`src/rtl/jtpang_dial_acc.sv`:
```
// jtpang_dial_acc: per-player dial/trackball position accumulators with a latched CPU read port.
module jtpang_dial_acc #(
  parameter int CH = 2,
  parameter int MW = 8,
  parameter int DW = 8,
  parameter int SHIFT = 0,
  parameter bit WRAP = 1'b1,
  parameter logic [CH-1:0] INVERT = '0
)(
  input  logic             clk,
  input  logic             rst,
  input  logic [CH-1:0]    mouse_st,
  input  logic [CH*MW-1:0] mouse_dx,
  input  logic [CH-1:0]    clr,
  input  logic [1:0]       sel,
  input  logic             rd,
  output logic [DW-1:0]    dout,
  output logic [CH-1:0]    moved
);
  localparam int AW = DW + SHIFT;
  // Wide enough that no accumulator + delta (including a negated most-negative delta) overflows
  localparam int XW = (AW > MW ? AW : MW) + 2;
  logic [AW-1:0] r_acc [CH];
  logic [AW-1:0] w_nxt [CH];
  logic [DW-1:0] w_vis [CH];
  logic [CH-1:0] w_chg, w_rdc, r_moved;
  logic [DW-1:0] w_rd, r_dout;
  logic [1:0]    w_sel;
  assign w_sel = 32'(sel) < CH ? sel : 2'd0;
  assign dout  = r_dout;
  assign moved = r_moved;
  genvar n;
  for (n = 0; n < CH; n++) begin : g_ch
    logic [MW-1:0]        w_dx;
    logic [XW-1:0]        w_ext;
    logic signed [XW-1:0] w_d, w_sum;
    assign w_dx   = mouse_dx[n*MW +: MW];
    assign w_ext  = {{(XW-MW){w_dx[MW-1]}}, w_dx};
    assign w_d    = INVERT[n] ? -w_ext : w_ext;
    assign w_sum  = {{(XW-AW){1'b0}}, r_acc[n]} + w_d;
    assign w_nxt[n] = clr[n] ? '0 :
                      !mouse_st[n] ? r_acc[n] :
                      WRAP ? w_sum[AW-1:0] :
                      w_sum[XW-1] ? '0 :
                      |w_sum[XW-2:AW] ? '1 : w_sum[AW-1:0];
    assign w_vis[n] = r_acc[n][AW-1 -: DW];
    assign w_chg[n] = w_nxt[n][AW-1 -: DW] != w_vis[n];
    assign w_rdc[n] = rd && w_sel == 2'(n);
  end
  always_comb begin
    w_rd = w_vis[0];
    for (int i = 1; i < CH; i++) w_rd = w_sel == 2'(i) ? w_vis[i] : w_rd;
  end
  always_ff @(posedge clk or posedge rst) begin
    if (rst) begin
      r_dout  <= '0;
      r_moved <= '0;
      for (int i = 0; i < CH; i++) r_acc[i] <= '0;
    end else begin
      if (rd) r_dout <= w_rd;
      for (int i = 0; i < CH; i++) begin
        r_acc[i]   <= w_nxt[i];
        // a visible change wins over the read-clear; clear wins over both
        r_moved[i] <= !clr[i] && (w_chg[i] || (r_moved[i] && !w_rdc[i]));
      end
    end
  end
endmodule

```
`config.mk`:
```
export PLATFORM = sky130hd
export DESIGN_NAME = jtpang_dial_acc
export DESIGN_NICKNAME = d
export VERILOG_FILES = /design/src/rtl/jtpang_dial_acc.sv
export SDC_FILE = /design/constraint.sdc
export NUM_CORES = 1
export LEC_CHECK = 0
export ABC_AREA = 1
export BUFFER_PORTS_ARGS = -buffer_cell sky130_fd_sc_hd__buf_2
export CORE_UTILIZATION = 55
export DETAILED_ROUTE_END_ITERATION = 6
export PLACE_DENSITY = 0.85
export SYNTH_ARGS = -nofsm -noshare
export SYNTH_HDL_FRONTEND = slang
export SYNTH_SLANG_ARGS = --single-unit
```
`constraint.sdc`:
```
create_clock -name clk -period 2.83 [get_ports clk]
set_input_delay 0.566 -clock clk [delete_from_list [all_inputs] [get_ports clk]]
set_output_delay 0.566 -clock clk [all_outputs]
set_load 0.01 [all_outputs]
```
After elaboration in Yosys (flattened, before gate mapping)

Index checks and enable logic that the tools add are counted.

Register bits: 26
Input port bits: 25
Output and inout port bits: 10
Word-level logic and storage cells: 29

$add $sub $neg: 2
Magnitude comparators: 1
Equal/unequal tests: 3
Muxes and demuxes: 6
Reductions and logical operators: 13

Operator list:

| operator                                                               | count |
|---|---|
| 8-bit 2-to-1 mux                                                       | 5 |
| 8-bit adder                                                            | 2 |
| 8-bit != test                                                          | 2 |
| 1-bit logical AND                                                      | 6 |
| 1-bit logical NOT                                                      | 4 |
| 2-bit by 1-bit equality test with 1-bit output (second input constant) | 1 |
| 2-bit logical NOT                                                      | 1 |
| 1-bit logical OR                                                       | 2 |
| 2-bit less-than comparator (second input constant)                     | 1 |
| 2-bit 2-to-1 mux                                                       | 1 |

Logic depth before layout (Yosys ltp)

Gate-level depths: netlist (run 1).

Word-level depth: 8
Gate-level depth with buffers: 16
Depth with buffers taken out: 16

Worst setup path after synthesis (run 1)

Ideal clock, no wire load.

Path kind: input -> register
Start: in mouse_dx[0]
End: reg r_moved[0] (netlist: moved[0])
Library setup time: 0.120 ns
Data arrival time: 1.913 ns
Data required time: 2.710 ns
Setup slack: 0.797 ns
Stages: 14
Path buffers: 0
Path through: ha_1 inv_1 fa_1 inv_1 nand2_1 nand2_1 nand4_1 a21o_1 nand3_1 nand2_1 nand2_1 nand2_1 nor2_1 nor2_1

Word-level cells in the longest chain between the ends: 6

Ends and longest elaborated chain:

| item                          | line | RTL |
|---|---|---|
| start, declared               | 13   | `input logic [CH*MW-1:0] mouse_dx,` |
| 8-bit adder                   | 40   | `assign w_sum = {{(XW-AW){1'b0}}, r_acc[n]} + w_d;` |
| 8-bit 2-to-1 mux              | 42   | `!mouse_st[n] ? r_acc[n] :` |
| 8-bit 2-to-1 mux              | 41   | `assign w_nxt[n] = clr[n] ? '0 :` |
| 8-bit != test                 | 47   | `assign w_chg[n] = w_nxt[n][AW-1 -: DW] != w_vis[n];` |
| 1-bit logical OR              | 64   | `r_moved[i] <= !clr[i] && (w_chg[i] \|\| (r_moved[i] && !w_rdc[i]));` |
| 1-bit logical AND             | 64   |  |
| end signal, assigned by index | 64   |  |
| end, declared                 | 26   | `logic [CH-1:0] w_chg, w_rdc, r_moved;` |

No other way between the ends.
A chain may end at the register's enable or synchronous reset.

Final worst setup path (run 1)

Start: reg r_acc[8] (netlist bit)
End: reg r_moved[0] (netlist: moved[0])

Word-level cells in the longest chain between the ends: 6

Ends and longest elaborated chain:

| item                            | line | RTL |
|---|---|---|
| start, declared                 | 23   | `logic [AW-1:0] r_acc [CH];` |
| start signal, assigned by index | 62   | `r_acc[i] <= w_nxt[i];` |
| 8-bit adder                     | 40   |  |
| 8-bit 2-to-1 mux                | 42   |  |
| 8-bit 2-to-1 mux                | 41   |  |
| 8-bit != test (*)               | 47   |  |
| 1-bit logical OR (*)            | 64   |  |
| 1-bit logical AND (*)           | 64   |  |

Every way passes the cells marked *; elsewhere a longest branch is shown, timed or not.

==> results.yml, run 1 <==
outcome:
  status: "finished clean"
grt:
  antenna_found_initial: 0
  grt_pass1_vias: 1872
  overflow: 0
  grt_max_degree: 27
  grt_usage_pct: 24.1
  grt_pass1_wl_um: 7730
timing:
  tns_ns: 0
  rsz0062_at_grt: "no"
  setup_violations: 0
  fin_ws_ns: 0.744
  slew_violations: 0
  fin_crit_ns: 2.09
  worst_pin_slew_ns: 0.976
  max_freq_mhz: 479
  hold_viol: 0
  holdWs_ns: 0.496
  period_share_pct: 73.7
  slew_headroom_pct: 34.9
  clock_skew_ns: 0.0106
drt:
  drtAntennaViolNets: 0
  drt-initial-drc-count: 101
  vias: 2034
  firstDrtPassIters: 4
  vias_per_cell: 5.19
  wl_um: 4480
  drc_errors: 0
  wl_per_cell_um: 11.4
die:
  core_area_um2: 3470
  start_util_pct: 59.7
  ioPinCount: 35
  fp.dieArea_um2: 4010
  num_rows: 21
  die_w_um: 63.3
  die_h_um: 63.3
layout:
  multi_input_area_um2: 1150
  syn_to_final_growth_pct: 13.8
  nNetsFinal: 388
  final_core_util_pct: 67.9
  seq_area_um2: 651
  diodes: 0
  drive_gt1_share_pct: 12.4
  final.fill_count: 310
clock_tree:
  cts_htree_levels: 1
  cts_buffer_depth: 2
  cts_root_buf: "clkbuf_8"
  cts.sinks: 26
  cts_tree: "built"
  cts_resized: 0
  post_cts_buffers: 0
  cts_buffers: 3
  hold_buffers: 0
  clkTransAtPathRegs_ns: 0.10
  insertion_delay_ns: 0.27
setup_path:
  required_ns: 3.00
  cp_max_fo: 3
  r2r_setup_slack_ns: 0.74
  critPathLaunchType: "register"
  worstSetupPathType: "register to register"
  crit_path_end_kind: "register"
  cp.arrival_ns: 2.25
power_and_ir_drop:
  power_density_nw_per_um2: 475
  max-vdd-ir-drop_mv: 0.398
  cellLeakagePower_nw: 1.42
  totalPowerFinal_mw: 1.12
synthesis:
  synth-seq-cells: 26
  synth_top_cell_area_share_pct: 31.4
  synth_edf_count: 0
  syn-instance-count: 310
  synth_area_per_cell_um2: 6.68
  syn_area_um2: 2070
  synthTopCellsByArea: "dfrtp_1, nand2_1, inv_1, nand3_1, ha_1"
  synth.distinct_cells: 22
  synth_fp_nets: 351
  yosys_warnings: 0
  seq_area_frac_synth_pct: 31.4
  synth_commonest_cells: "nand2_1, inv_1, nand3_1"
  synth_ff_type: "dfrtp_1"
  synth_top_area_cell: "dfrtp_1"
  async_flop_share_pct: 100
  yosysMostFrequentCell: "nand2_1"
placement:
  io_buffers: 34
  dp_hpwl_um: 3590
  dp_slack_ns: 0.516
  gp_congestion: 0.778
worst_hold_path:
  holdCritPathClass: "register to register"
job:
  maxCapViolCount: 0
power by group:
group          switching (mW)  internal (mW)  leakage [nW]
clock network           0.118          0.189        0.0357
logic                   0.228          0.145          1.05
registers              0.0299          0.409         0.336
critical path, stage by stage (launching register included):
cell	delay (ns)
dfrtp_1	0.39
ha_1	0.20
inv_1	0.06
fa_1	0.37
inv_1	0.07
nand2_1	0.06
nand2_1	0.11
nand4_1	0.11
a21o_1	0.17
nand3_1	0.09
nand2_1	0.08
nand2_1	0.06
nand2_1	0.05
nor2_1	0.11
nor2_1	0.06
final cells by class:
type	instances	share of cell area (%)
repair buffers	35	7.55
well taps	46	2.44
inverters	64	10.4
multi-input cells	217	48.9
flip-flops and latches	26	27.6
clock inverters	1	1.28
clock buffers	3	1.75
routing by layer:
metal  part of all wire [%]  GRT usage, %  vias up
met3                    4.2          4.71        2
met4                   0.38          3.69        0
met5                      0             0        -
met2                     47          40.7       45
li1                       -             -     1063
met1                     49          32.5      924
per-stage QoR:
step | cell area [um2] | std cells
floorplan | 2070 | 310
global placement | 2280 | 388
detailed placement | 2280 | 388
CTS | 2350 | 392
global route | 2350 | 392
finish | 2350 | 392
flip-flops by register name, indices dropped and copies added (netlist names):
| signal | count |
|---|---|
| r_acc | 16 |
| dout | 8 |
| moved | 2 |
final timing paths:
check	startpoint	endpoint	cells past startpoint
max	r_acc[8]$_DFF_PP0_	moved[0]$_DFF_PP0_	14
min	dout[5]$_DFFE_PP0P_	dout[5]$_DFFE_PP0P_	2
max reg2reg	r_acc[8]$_DFF_PP0_	moved[0]$_DFF_PP0_	14
min reg2reg	dout[5]$_DFFE_PP0P_	dout[5]$_DFFE_PP0P_	2
max in group asynchronous	rst	r_acc[4]$_DFF_PP0_	2
min in group asynchronous	rst	dout[4]$_DFFE_PP0P_	2
cells in the final DEF (no fill, tap or decap), types with 2 or more instances in the layout:
master / n
nand4_1: 8
o221ai_1: 8
o21ai_0: 2
or2_4: 2
nand3b_1: 4
clkbuf_8: 3
buf_2: 34
ha_1: 14
a21oi_1: 17
nand3_1: 38
inv_1: 63
nor2_1: 15
fa_1: 2
nand2_1: 100
dfrtp_1: 26
xor2_1: 2
logic make-up after synthesis:
kind of cell | share of synthesized area, %
xor gates and xnor gates | 0.847
and+or+nand+nor | 35.1
DFF | 31.4
buffers and inverters | 12.9
AOI/OAI and AO/OA | 9.37
adders and majority gates | 10.4
No activity file was read; power rests on OpenSTA's default activity.
==> inputs of run 2 (changes only) <==
Settings changed: ABC_AREA 1 to 0.
Clock period 2.83 ns to 1.99 ns, I/O delays scaled along.
==> run 2 against run 1 <==
  * The run now ends with setup timing left
  * Area after synthesis grew 4.1%
  * Sequential power grew 47%
  * Critical path depth shrank 6
  * Clock skew shrank 0.0030 ns
  * Core utilization grew 15 points
  * Die area grew 4.0%
  * Sequential share of layout area shrank 6.4 points
  * Synthesized cell count shrank 19%
  * Highest routed layer unchanged
==> results.yml, run 2 <==
drt:
  wl_um: 7030
  drtAntennaViolNets: 0
  vias: 2408
  drt-initial-drc-count: 206
  wl_per_cell_um: 18.5
  firstDrtPassIters: 7
  vias_per_cell: 6.35
  drc_errors: 0
layout:
  drive_gt1_share_pct: 41.7
  syn_to_final_growth_pct: 42.2
  final_cell_mix: "buf_4, nor2_1, buf_2"
  regMostFlops: "r_acc"
  largest_reg_flops: 16
  diodes: 0
  multi_input_area_um2: 1650
  seq_area_um2: 651
  final.fill_count: 205
  final_area_um2: 3060
  nNetsFinal: 373
  final_common_cell: "buf_4"
power_and_ir_drop:
  power_density_nw_per_um2: 710
  max-vdd-ir-drop_mv: 0.550
  cellLeakagePower_nw: 1.41
timing:
  clock_skew_ns: 0.00750
  rsz0062_at_grt: "yes"
  setup_violations: 3
  worst_pin_slew_ns: 0.515
  fin_ws_ns: -0.331
  slew_headroom_pct: 64.8
  period_share_pct: 117
  fin_crit_ns: 2.32
  hold_viol: 0
  slew_violations: 0
  max_freq_mhz: 431
  holdWs_ns: 0.172
synthesis:
  synth.distinct_cells: 51
  synth-seq-cells: 26
  synth_commonest_cells: "nor2_1, dfrtp_1, a21oi_1"
  synth_edf_count: 0
  syn_area_um2: 2150
  yosysMostFrequentCell: "nor2_1"
  synth_ff_type: "dfrtp_1"
  synthTopCellsByArea: "dfrtp_1, ha_1, mux2i_1, nor2_1, a21oi_1"
  synth_top_cell_area_share_pct: 30.2
  seq_area_frac_synth_pct: 30.2
  async_flop_share_pct: 100
  synth_fp_nets: 291
  yosys_warnings: 0
  synth_top_area_cell: "dfrtp_1"
  syn-instance-count: 250
  synth_area_per_cell_um2: 8.62
setup_path:
  cp.arrival_ns: 2.50
  required_ns: 2.17
  crit_path_end_kind: "register"
  worstSetupPathType: "register to register"
  critPathLaunchType: "register"
  cp_max_fo: 3
clock_tree:
  hold_buffers: 0
  clkTransAtPathRegs_ns: 0.09
  cts_buffer_depth: 2
  cts.sinks: 26
  cts_root_buf: "clkbuf_8"
  cts_htree_levels: 1
  insertion_delay_ns: 0.27
  cts_tree: "built"
  cts_buffers: 3
grt:
  grt_max_degree: 27
  antenna_found_initial: 0
  grt_pass1_vias: 2211
  grt_usage_pct: 30.9
  grt_pass1_wl_um: 9950
  overflow: 0
placement:
  dp_hpwl_um: 4730
  io_buffers: 34
  gp_congestion: 0.925
  place_area_um2: 2830
die:
  start_util_pct: 58.0
  num_rows: 22
  die_h_um: 64.6
  core_area_um2: 3720
  die_w_um: 64.6
  fp.dieArea_um2: 4170
  ioPinCount: 35
outcome:
  violations: "setup timing"
  status: "complete, but fails checks"
job:
  maxCapViolCount: 0
worst_hold_path:
  holdCritPathClass: "primary input to async pin"
==> run 2: kinds of logic after synthesis <==
logic type / count (synthesis) / synth area share, %
AOI/OAI and AO/OA: 76 / 24.4
xor gates and xnor gates: 13 / 5.28
adders and majority gates: 16 / 9.99
buffers and inverters: 25 / 4.53
DFF: 26 / 30.2
muxes: 17 / 7.90
and+or+nand+nor: 77 / 17.7
==> run 2: layer usage <==
layer	wire length, um	track usage [%]	vias up
met5	0	0	-
met4	254	8.61	0
met3	514	4.93	36
met2	3490	55.8	144
met1	2770	37.7	1151
li1	-	-	1077
==> run 2: area by class of cell <==
cell class | instances | share of cell area (%)
multi-input combinational | 199 | 53.9
sequential | 26 | 21.2
timing repair buffer | 89 | 19.5
tap | 48 | 1.96
clock buffer | 4 | 1.80
inverter | 13 | 1.59
==> run 2: final timing paths <==
check / slack, ns / to / cells past startpoint / start
max in group asynchronous: 1.57 / moved[1]$_DFF_PP0_ / 3 / rst
min in group clk: 0.43 / r_acc[7]$_DFF_PP0_ / 2 / clr[1]
worst max register to register: -0.33 / moved[1]$_DFF_PP0_ / 8 / r_acc[4]$_DFF_PP0_
worst min register to register: 0.54 / dout[0]$_DFFE_PP0P_ / 2 / dout[0]$_DFFE_PP0P_
worst max-delay path: -0.33 / moved[1]$_DFF_PP0_ / 8 / r_acc[4]$_DFF_PP0_
worst min-delay path: 0.17 / moved[0]$_DFF_PP0_ / 3 / rst
==> run 2: stage by stage <==
step / power, mW / utilization [%] / std cells / TNS (ns) / setup slack, ns
floorplan: 1.28 / - / 250 / -0.253 / -0.179
global placement: 1.61 / 76.0 / 372 / -1.06 / -0.325
detailed placement: 1.66 / 76.0 / 372 / -1.50 / -0.404
CTS: 2.03 / 78.7 / 377 / -0.602 / -0.266
global route: 2.28 / 82.4 / 379 / -1.21 / -0.369
finish: 2.18 / 82.4 / 379 / -0.821 / -0.331
==> run 2: power by group <==
| part | switching [mW] | internal [mW] | total [mW] |
|---|---|---|---|
| clock | 0.163 | 0.177 | 0.340 |
| combinational | 0.608 | 0.582 | 1.19 |
| sequential | 0.0519 | 0.594 | 0.646 |
| total | 0.823 | 1.35 | 2.18 |
==> run 2: worst max-delay path, cell delays in order (launching register included) <==
cell	delay [ns]
dfrtp_1	0.43
ha_4	0.28
buf_6	0.12
or4b_4	0.53
a31oi_1	0.28
o22ai_2	0.14
o311ai_1	0.13
a311oi_1	0.11
a31oi_1	0.22
==> run 2: what timing repair did <==
| action | CTS | global route |
|---|---|---|
| setup endpoints to repair | 7 | 8 |
| gates resized for setup | 9 | 29 |
| endpoints found under the hold margin | 0 | 0 |
| pin swaps | 6 | 16 |
| setup buffers | 1 | 3 |
==> inputs of run 3 (changes only) <==
Settings changed: CORE_ASPECT_RATIO set to 1.75, CTS_BUF_LIST set to sky130_fd_sc_hd__clkbuf_4 sky130_fd_sc_hd__clkbuf_8.
==> run 3 against run 2 <==
  * Sequential power barely moved
  * Flip-flop and latch count unchanged
  * Total power fell by 5.3%
  * The flow still finishes with violations (setup timing)
==> results.yml, run 3 (same netlist as run 2, synthesis figures left out) <==
die:
  ioPinCount: 35
  fp.dieArea_um2: 4180
  core_area_um2: 3700
  start_util_pct: 58.2
  num_rows: 29
  die_w_um: 49.3
  die_h_um: 84.8
setup_path:
  r2r_cells: 8
  crit_path_end_kind: "register"
  worstReg2RegEnd: "moved[1]$_DFF_PP0_"
  max_stage_delay_ns: 0.41
  rr_startpoint: "r_acc[0]$_DFF_PP0_"
  required_ns: 2.13
  worstSetupPathType: "register to register"
  path_cells: "ha_4 -> buf_6 -> a211oi_4 -> o21bai_4 -> a311o_1 -> xor2_1 -> o41ai_2 -> a31oi_1"
  r2r_setup_slack_ns: -0.25
  crit_slowest_cell: "dfrtp_1"
  cp.arrival_ns: 2.39
  cp_max_fo: 2
  critPathLaunchType: "register"
layout:
  seq_area_um2: 651
  final_cell_mix: "buf_4, nor2_1, buf_2"
  drive_gt1_share_pct: 38.1
  largest_reg_flops: 16
  final_area_um2: 2930
  syn_to_final_growth_pct: 36.2
  multi_input_area_um2: 1590
  regMostFlops: "r_acc"
  final.fill_count: 253
  diodes: 0
  nNetsFinal: 365
  instances_no_fill: 369
  final_common_cell: "buf_4"
clock_tree:
  cts.sinks: 26
  clkTransAtPathRegs_ns: 0.09
  cts_root_buf: "clkbuf_8"
  cts_buffer_depth: 2
  insertion_delay_ns: 0.26
  cts_buffers: 3
  cts_tree: "built"
  cts_htree_levels: 1
  hold_buffers: 0
timing:
  clock_skew_ns: 0.00142
  slew_headroom_pct: 68.2
  holdWs_ns: 0.163
  setup_violations: 5
  fin_crit_ns: 2.24
  tns_ns: -0.806
  slew_violations: 0
  hold_viol: 0
  fin_ws_ns: -0.253
  worst_pin_slew_ns: 0.466
  max_freq_mhz: 446
  period_share_pct: 113
  rsz0062_at_grt: "yes"
placement:
  placed_cells: 362
  place_area_um2: 2760
  gp_congestion: 0.878
  io_buffers: 34
  dp_hpwl_um: 4840
power_and_ir_drop:
  power_density_nw_per_um2: 702
  max-vdd-ir-drop_mv: 0.605
  cellLeakagePower_nw: 1.37
  totalPowerFinal_mw: 2.06
outcome:
  status: "complete, but fails checks"
  violations: "setup timing"
drt:
  vias_per_cell: 6.09
  vias: 2247
  wl_um: 6290
  drt-initial-drc-count: 51
  firstDrtPassIters: 4
  drc_errors: 0
  wl_per_cell_um: 17.0
  drtAntennaViolNets: 0
grt:
  grt_pass1_wl_um: 10200
  grt_max_degree: 27
  antenna_found_initial: 0
  overflow: 0
  grt_usage_pct: 31.6
  grt_pass1_vias: 2389
worst_hold_path:
  holdCritPathClass: "primary input to async pin"
job:
  maxCapViolCount: 0
==> run 3: cell count changes in the layout (fill, tap and decap cells not counted), sizes merged <==
cell | previous run | this run
buf | 89 | 81
==> run 3: per-stage QoR <==
step	utilization, %	setup slack [ns]
floorplan	-	-0.179
global placement	74.6	-0.301
detailed placement	74.6	-0.415
CTS	77.3	-0.261
global route	79.3	-0.365
finish	79.3	-0.253
==> run 3: metal layers <==
metal | vias up | GRT usage [%] | part of all wire, %
met2 | 74 | 62.1 | 58
li1 | 1053 | - | -
met4 | 0 | 17.6 | 4.8
met1 | 1094 | 30.9 | 35
met3 | 26 | 2.36 | 2.6
met5 | - | 0 | 0
==> run 3: area by class of cell <==
type | instances | share of cell area [%]
clock buffer | 4 | 1.88
inverter | 13 | 1.66
tap | 46 | 1.96
multi-input combinational | 199 | 54.2
sequential | 26 | 22.2
timing repair buffer | 81 | 18.1
==> run 3: what timing repair did <==
action                                  4_1_cts  5_1_grt
gates resized for setup                       8       16
endpoints found under the setup margin        5        6
setup buffers                                 1        2
pin swaps                                    11       11
==> run 3: how the worst max path moves through the flow <==
stage                          to  cells after the start          startpoint  slack [ns]
3_3_place_gp   moved[0]$_DFF_PP0_                     10         mouse_dx[0]       -0.30
5_1_grt        moved[0]$_DFF_PP0_                      9  r_acc[8]$_DFF_PP0_       -0.36
2_1_floorplan  moved[0]$_DFF_PP0_                      9         mouse_dx[0]       -0.18
3_5_place_dp   moved[0]$_DFF_PP0_                     10         mouse_dx[0]       -0.41
6_report       moved[1]$_DFF_PP0_                      8  r_acc[0]$_DFF_PP0_       -0.25
4_1_cts        moved[0]$_DFF_PP0_                      9  r_acc[8]$_DFF_PP0_       -0.26
==> run 3: critical path: cells and delay by family (launching register included) <==
family | cells | cell delay, ns
adder cells (fa/ha/maj) | 1 | 0.17
flip-flops | 1 | 0.41
AO/OA/AOI/OAI | 5 | 1.24
buffers and inverters | 1 | 0.11
XOR/XNOR | 1 | 0.18
==> run 3: power by group <==
group | leakage [nW] | internal, mW | switching (mW)
clock | 0.0288 | 0.177 | 0.160
sequential | 0.333 | 0.594 | 0.0496
combinational | 1.01 | 0.519 | 0.561
total | 1.37 | 1.29 | 0.771
